### src/rtl/wombat_regbus_pkg.sv
`default_nettype none
// ============================================================================
//  Module   : wombat_regbus_pkg
//  Purpose  : Shared types and constants for the wombat register bus:
//             arbiter state encoding, default bus geometry and the command
//             bytes used by the UART command parser.
//  Revision : 1.0 - initial release
// ============================================================================
package wombat_regbus_pkg;

    // Default register bus geometry
    localparam int c_addr_width = 8;
    localparam int c_data_width = 32;
    localparam int c_reg_depth  = 16;

    // Command bytes shared with the UART command parser ('r' and 'w')
    localparam logic [7:0] READ_CMD  = 8'h72;
    localparam logic [7:0] WRITE_CMD = 8'h77;

    // Arbiter transaction sequencer states
    typedef enum logic [2:0] {
        ST_IDLE      = 3'd0,
        ST_WRITE     = 3'd1,
        ST_READ      = 3'd2,
        ST_READ_WAIT = 3'd3,
        ST_RESPOND   = 3'd4
    } arb_state_e;

endpackage : wombat_regbus_pkg
`default_nettype wire

### src/rtl/wombat_reg_arbiter_rr_arb2.sv
`default_nettype none
// ============================================================================
//  Module   : rr_arb2
//  Purpose  : Two-request round-robin picker. Produces a one-hot grant from
//             the request vector and the current pointer, plus the pointer
//             value to adopt if that grant is taken. The pointer register
//             lives in the instantiating module.
//  Revision : 1.0 - initial release
// ============================================================================
module rr_arb2 (
    input  logic [1:0] i_req,
    input  logic       i_ptr,
    output logic [1:0] o_grant,
    output logic       o_ptr_next
);

    // Pick the lone requester, or the favoured one when both ask
    always_comb begin
        o_grant    = 2'b00;
        o_ptr_next = i_ptr;
        case (i_req)
            2'b01:   o_grant = 2'b01;
            2'b10:   o_grant = 2'b10;
            2'b11:   o_grant = i_ptr ? 2'b10 : 2'b01;
            default: o_grant = 2'b00;
        endcase
        // After serving a requester, favour the other one next time
        if (o_grant[0]) begin
            o_ptr_next = 1'b1;
        end else if (o_grant[1]) begin
            o_ptr_next = 1'b0;
        end
    end

endmodule : rr_arb2
`default_nettype wire

### src/rtl/wombat_reg_arbiter.sv
`default_nettype none
// ============================================================================
//  Module   : wombat_reg_arbiter
//  Purpose  : Shares one register_block access port between two requesters
//             (0 = UART command parser, 1 = sequencer/host). Round-robin
//             arbitration, single write/read sequencing, address range check
//             and read-response timeout. All outputs except o_req_ready are
//             registered.
//  Revision : 1.0 - initial release
// ============================================================================
module wombat_reg_arbiter
    import wombat_regbus_pkg::*;
#(
    parameter int ADDR_WIDTH = c_addr_width,
    parameter int DATA_WIDTH = c_data_width,
    parameter int REG_DEPTH  = c_reg_depth,
    parameter int TIMEOUT    = 15
) (
    input  logic                    clk,
    input  logic                    i_reset,
    input  logic [1:0]              i_req_valid,
    input  logic [1:0]              i_req_write,
    input  logic [2*ADDR_WIDTH-1:0] i_req_addr,
    input  logic [2*DATA_WIDTH-1:0] i_req_wdata,
    output logic [1:0]              o_req_ready,
    output logic [1:0]              o_rsp_valid,
    output logic                    o_rsp_err,
    output logic [DATA_WIDTH-1:0]   o_rsp_data,
    output logic                    o_w_en,
    output logic [ADDR_WIDTH-1:0]   o_w_addr,
    output logic [DATA_WIDTH-1:0]   o_w_value,
    output logic                    o_r_en,
    output logic [ADDR_WIDTH-1:0]   o_r_addr,
    input  logic [DATA_WIDTH-1:0]   i_r_value,
    input  logic                    i_r_valid
);

    // Timeout counter runs 0..TIMEOUT-1 while waiting for read data
    localparam int                    c_cnt_w     = (TIMEOUT > 1) ? $clog2(TIMEOUT) : 1;
    localparam logic [c_cnt_w-1:0]    c_cnt_last  = c_cnt_w'(TIMEOUT - 1);
    localparam logic [ADDR_WIDTH:0]   c_reg_limit = (ADDR_WIDTH + 1)'(REG_DEPTH);

    arb_state_e              r_state_q,     w_state_d;
    logic                    r_ptr_q,       w_ptr_d;
    logic                    r_owner_q,     w_owner_d;
    logic [c_cnt_w-1:0]      r_cnt_q,       w_cnt_d;
    logic                    r_w_en_q,      w_w_en_d;
    logic [ADDR_WIDTH-1:0]   r_w_addr_q,    w_w_addr_d;
    logic [DATA_WIDTH-1:0]   r_w_value_q,   w_w_value_d;
    logic                    r_r_en_q,      w_r_en_d;
    logic [ADDR_WIDTH-1:0]   r_r_addr_q,    w_r_addr_d;
    logic [1:0]              r_rsp_valid_q, w_rsp_valid_d;
    logic                    r_rsp_err_q,   w_rsp_err_d;
    logic [DATA_WIDTH-1:0]   r_rsp_data_q,  w_rsp_data_d;

    logic [1:0]              w_grant;
    logic                    w_ptr_next;
    logic [1:0]              w_ready;
    logic                    w_accept;
    logic                    w_sel_write;
    logic [ADDR_WIDTH-1:0]   w_sel_addr;
    logic [DATA_WIDTH-1:0]   w_sel_wdata;
    logic                    w_sel_illegal;

    rr_arb2 u_rr_arb2 (
        .i_req      (i_req_valid),
        .i_ptr      (r_ptr_q),
        .o_grant    (w_grant),
        .o_ptr_next (w_ptr_next)
    );

    // Ready only while idle; the picker guarantees at most one bit is set
    assign w_ready  = (r_state_q == ST_IDLE) ? w_grant : 2'b00;
    assign w_accept = |w_ready;

    // Mux the request fields of whichever requester is being accepted
    assign w_sel_write   = w_ready[1] ? i_req_write[1] : i_req_write[0];
    assign w_sel_addr    = w_ready[1] ? i_req_addr[ADDR_WIDTH +: ADDR_WIDTH]
                                      : i_req_addr[0 +: ADDR_WIDTH];
    assign w_sel_wdata   = w_ready[1] ? i_req_wdata[DATA_WIDTH +: DATA_WIDTH]
                                      : i_req_wdata[0 +: DATA_WIDTH];
    assign w_sel_illegal = ({1'b0, w_sel_addr} >= c_reg_limit);

    // Next-state and registered-output computation for the sequencer
    always_comb begin
        w_state_d     = r_state_q;
        w_ptr_d       = r_ptr_q;
        w_owner_d     = r_owner_q;
        w_cnt_d       = '0;
        w_w_en_d      = 1'b0;
        w_w_addr_d    = r_w_addr_q;
        w_w_value_d   = r_w_value_q;
        w_r_en_d      = 1'b0;
        w_r_addr_d    = r_r_addr_q;
        w_rsp_valid_d = 2'b00;
        w_rsp_err_d   = r_rsp_err_q;
        w_rsp_data_d  = r_rsp_data_q;

        case (r_state_q)
            ST_IDLE: begin
                if (w_accept) begin
                    w_ptr_d   = w_ptr_next;
                    w_owner_d = w_ready[1];
                    if (w_sel_illegal) begin
                        // Out-of-range: answer immediately, touch nothing downstream
                        w_state_d    = ST_RESPOND;
                        w_rsp_err_d  = 1'b1;
                        w_rsp_data_d = '0;
                    end else if (w_sel_write) begin
                        w_state_d   = ST_WRITE;
                        w_w_en_d    = 1'b1;
                        w_w_addr_d  = w_sel_addr;
                        w_w_value_d = w_sel_wdata;
                    end else begin
                        w_state_d  = ST_READ;
                        w_r_en_d   = 1'b1;
                        w_r_addr_d = w_sel_addr;
                    end
                end
            end
            ST_WRITE: begin
                w_state_d    = ST_RESPOND;
                w_rsp_err_d  = 1'b0;
                w_rsp_data_d = '0;
            end
            ST_READ: begin
                w_state_d = ST_READ_WAIT;
            end
            ST_READ_WAIT: begin
                if (i_r_valid) begin
                    w_state_d    = ST_RESPOND;
                    w_rsp_err_d  = 1'b0;
                    w_rsp_data_d = i_r_value;
                end else if (r_cnt_q == c_cnt_last) begin
                    w_state_d    = ST_RESPOND;
                    w_rsp_err_d  = 1'b1;
                    w_rsp_data_d = '0;
                end else begin
                    w_cnt_d = r_cnt_q + c_cnt_w'(1);
                end
            end
            ST_RESPOND: begin
                w_state_d = ST_IDLE;
            end
            default: begin
                w_state_d = ST_IDLE;
            end
        endcase

        // RESPOND always exits after one cycle, so entering it means one pulse
        if (w_state_d == ST_RESPOND) begin
            w_rsp_valid_d = w_owner_d ? 2'b10 : 2'b01;
        end
    end

    // State and output registers with synchronous reset
    always_ff @(posedge clk) begin
        if (i_reset) begin
            r_state_q     <= ST_IDLE;
            r_ptr_q       <= 1'b0;
            r_owner_q     <= 1'b0;
            r_cnt_q       <= '0;
            r_w_en_q      <= 1'b0;
            r_w_addr_q    <= '0;
            r_w_value_q   <= '0;
            r_r_en_q      <= 1'b0;
            r_r_addr_q    <= '0;
            r_rsp_valid_q <= 2'b00;
            r_rsp_err_q   <= 1'b0;
            r_rsp_data_q  <= '0;
        end else begin
            r_state_q     <= w_state_d;
            r_ptr_q       <= w_ptr_d;
            r_owner_q     <= w_owner_d;
            r_cnt_q       <= w_cnt_d;
            r_w_en_q      <= w_w_en_d;
            r_w_addr_q    <= w_w_addr_d;
            r_w_value_q   <= w_w_value_d;
            r_r_en_q      <= w_r_en_d;
            r_r_addr_q    <= w_r_addr_d;
            r_rsp_valid_q <= w_rsp_valid_d;
            r_rsp_err_q   <= w_rsp_err_d;
            r_rsp_data_q  <= w_rsp_data_d;
        end
    end

    assign o_req_ready = w_ready;
    assign o_rsp_valid = r_rsp_valid_q;
    assign o_rsp_err   = r_rsp_err_q;
    assign o_rsp_data  = r_rsp_data_q;
    assign o_w_en      = r_w_en_q;
    assign o_w_addr    = r_w_addr_q;
    assign o_w_value   = r_w_value_q;
    assign o_r_en      = r_r_en_q;
    assign o_r_addr    = r_r_addr_q;

endmodule : wombat_reg_arbiter
`default_nettype wire
### config.mk
export PLATFORM = sky130hd
export DESIGN_NAME = wombat_reg_arbiter
export DESIGN_NICKNAME = d
export VERILOG_FILES = /design/src/rtl/wombat_regbus_pkg.sv /design/src/rtl/wombat_reg_arbiter_rr_arb2.sv /design/src/rtl/wombat_reg_arbiter.sv
export SDC_FILE = /design/constraint.sdc
export NUM_CORES = 1
export LEC_CHECK = 0
export CAP_MARGIN = 15
export CELL_PAD_IN_SITES_DETAIL_PLACEMENT = 0
export CELL_PAD_IN_SITES_GLOBAL_PLACEMENT = 1
export CORE_ASPECT_RATIO = 1.1
export CORE_MARGIN = 2
export CORE_UTILIZATION = 29
export CTS_BUF_LIST = sky130_fd_sc_hd__clkbuf_8
export CTS_CLUSTER_DIAMETER = 100
export DETAILED_ROUTE_END_ITERATION = 10
export PLACE_DENSITY = 0.81
export SLEW_MARGIN = 30
export SYNTH_ARGS = -nofsm -noshare
export SYNTH_HDL_FRONTEND = slang
export SYNTH_SLANG_ARGS = --single-unit
### constraint.sdc
create_clock -name clk -period 2.3 [get_ports clk]
set_input_delay 0.345 -clock clk [delete_from_list [all_inputs] [get_ports clk]]
set_output_delay 0.345 -clock clk [all_outputs]
set_load 0.1 [all_outputs]
==> impl_metrics.ini <==
[run_status]
status = finished, violations left
violations = DRC

[power]
power_frac_seq = 0.473
vdd_drop_max_v = 0.0003003
p_int_w = 0.002516
power_density_nw_per_um2 = 577.9
net-switching-power_w = 0.001014
switching_share = 0.2872
p_leak_nw = 2.429
comb_power_share = 0.212
power_w = 0.003531
pwr-share-clk = 0.315

[global_route]
grt_max_degree = 60
grt_first_pass_wirelength_um = 18570
grt_overflow_total = 0
antenna_found_initial = 0
grt_pass1_vias = 3642
grtUsageTotal = 0.1702

[finish]
mostFrequentLayoutCell = clkdlybuf4s50_1
drive_gt1_frac = 0.2440
instances_no_fill = 743
antennaDiodeCount = 0
synthToLayoutAreaGrowth_pct = 61.42
final_cell_mix = clkdlybuf4s50_1 (117), buf_4 (105), dfxtp_1 (92)
layout.nets = 702

[floorplanning]
chipWidth_um = 112.9
initial_utilization = 0.2981
fp.dieArea_um2 = 13980
num_rows = 43
core-area_um2 = 12700
die_h_um = 123.8
io_pins = 206

[route]
wire_per_inst_um = 16.54
ant_nets = 0
routed_via_density = 5.032
dr_total_vias = 3739
first_pass_iters = 7
wl_um = 12290
drcViolationCount = 18
drtIter0Drc = 215

[clocking]
cts-root-buf = clkbuf_8
cts_sinks = 94
htreeDepth = 3
cts_buffer_depth = 2
cts_made_buffers = 9
path_clk_slew_ns = 0.10
clock_latency_ns = 0.37
tritoncts = yes

[sta]
final.setup_skew_ns = 0.01358
timing.final.crit_share = 0.9687
worst_pin_slew_ns = 0.6595
hold_viol_final = 0
rsz0062_at_grt = false
slew_viol_final = 0
final.setup.worst_slack_ns = 0.07192
timing.slew.headroom = 0.5603
fmax_ghz = 0.4488
finalSetupViolations = 0
period_needed_ns = 2.228
whs_ns = 0.3290

[yosys]
syn_avg_cell_area_um2 = 10.01
yosys_warnings = 0
ys.flop_type = dfxtp_1
synth.distinct_cells = 36
synth_top_cell_by_area = dfxtp_1
synth_edf_count = 0
synth_cells = 378
synth_top_area_frac = 0.4972
synth_nets = 499
synth_area_leaders = dfxtp_1 (50%), a211oi_1 (10%), a22o_1 (7.4%), a311oi_1 (7.4%), nand2_1 (6.6%)
synth-seq-cells = 94
ys_seq_area_frac = 0.4972
synth_area_um2 = 3785
synthArstFlopShare = 0

[setup_path]
required_ns = 1.96
crit_type = flop to primary output
cp-end-kind = primary output
cp_max_fo = 4
critPathArrivalTime_ns = 1.88
startpoint_type = flop

[run]
drv_cap = 0

[place]
numPlacedInstances = 725
place.gp.congestion = 0.7531
dp_slack_ns = -0.1222
dp_hpwl_um = 8749
io_buffers = 205

[hold_path]
hp-class = primary input to flop
==> power groups by stage <==
stage / clock, W / combinational, W / sequential [W]
floorplan: 0 / 0.000250 / 0.00185
global placement: 0 / 0.000731 / 0.00171
detailed placement: 0 / 0.000737 / 0.00171
CTS: 0.00115 / 0.000748 / 0.00167
global route: 0.00121 / 0.000794 / 0.00167
finish: 0.00111 / 0.000749 / 0.00167
==> through the flow <==
step / area (um^2) / util / TNS, ns
2_1_floorplan: 3785 / - / 0
3_3_place_gp: 5877 / 0.4629 / -3.968
3_5_place_dp: 5878 / 0.4629 / -5.983
4_1_cts: 6092 / 0.4798 / 0
5_1_grt: 6110 / 0.4812 / 0
6_report: 6110 / 0.4812 / 0
==> kinds of logic (layout without fill, tap and decap cells) <==
| kind of cell | after synthesis | after routing | synth area share |
|---|---|---|---|
| AND/OR/NAND/NOR | 104 | 104 | 0.1342 |
| multiplexers | 5 | 5 | 0.01322 |
| adder cells (fa/ha/maj) | 2 | 2 | 0.006611 |
| buffers and inverters | 46 | 254 | 0.06380 |
| XOR/XNOR | 2 | 2 | 0.004629 |
| AO/OA/AOI/OAI | 125 | 125 | 0.2803 |
| flip-flops | 94 | 94 | 0.4972 |
==> worst max-delay path: stages (launching register included) <==
cell and delay, ns:
dfxtp_1 0.34, or3_4 0.37, or3_4 0.43, inv_4 0.09, buf_12 0.11, buf_12 0.16
==> layout make-up <==
cell class              count  area (um^2)
clock buffers              10        137.6
clock inverters             6        62.56
inverters                   7        28.78
well taps                 157        196.4
flip-flops and latches     94         1884
fillers                  1189         6588
multi-input cells         238         1675
repair buffers            231         2125
==> routing by layer <==
layer	up-vias	part of all wire	global-route usage	wire [um]
met4	0	0.015	0.07012	189
li1	1826	-	-	-
met3	13	0.090	0.05158	1110
met5	-	0	0	0
met1	1739	0.42	0.2046	5133
met2	161	0.48	0.2858	5857
==> path summary, 6_finish.rpt <==
path | from | endpoint | slack [ns] | cells past startpoint
min | i_reset | r_cnt_q[2] | 0.33 | 4
max | r_state_q[1] | o_req_ready[1] | 0.07 | 5
max reg2reg | r_state_q[1] | o_w_value[26] | 0.12 | 6
min reg2reg | r_cnt_q[0] | r_cnt_q[0] | 0.47 | 1
==> Yosys cell counts, types with 2 or more instances <==
library cell and number:
nand2_1 67, nor3b_1 8, nor3_1 2, or4_1 2, or3_1 2, mux2i_1 5, nor2b_1 4, nor4_1 3
buf_2 10, inv_1 6, nor2_1 7, a211oi_1 51, a21oi_1 4, and3_1 2, ha_1 2, buf_6 7
dfxtp_1 94, a311oi_1 32, nor4_4 2, clkbuf_1 21, a22o_1 32
==> registers in the layout, summed over array words and instances (netlist names), 2 cells and up <==
| signal | flops |
|---|---|
| o_rsp_data | 32 |
| o_w_value | 32 |
| o_r_addr | 8 |
| o_w_addr | 8 |
| r_cnt_q | 4 |
| r_state_q | 3 |
| o_rsp_valid | 2 |
==> timing repair <==
action	CTS	global route
setup buffers	1	1
hold buffers	0	0
gates resized for setup	3	4
pin swaps	0	1
setup endpoints to repair	2	2
Power figures use the tool's default switching activity.
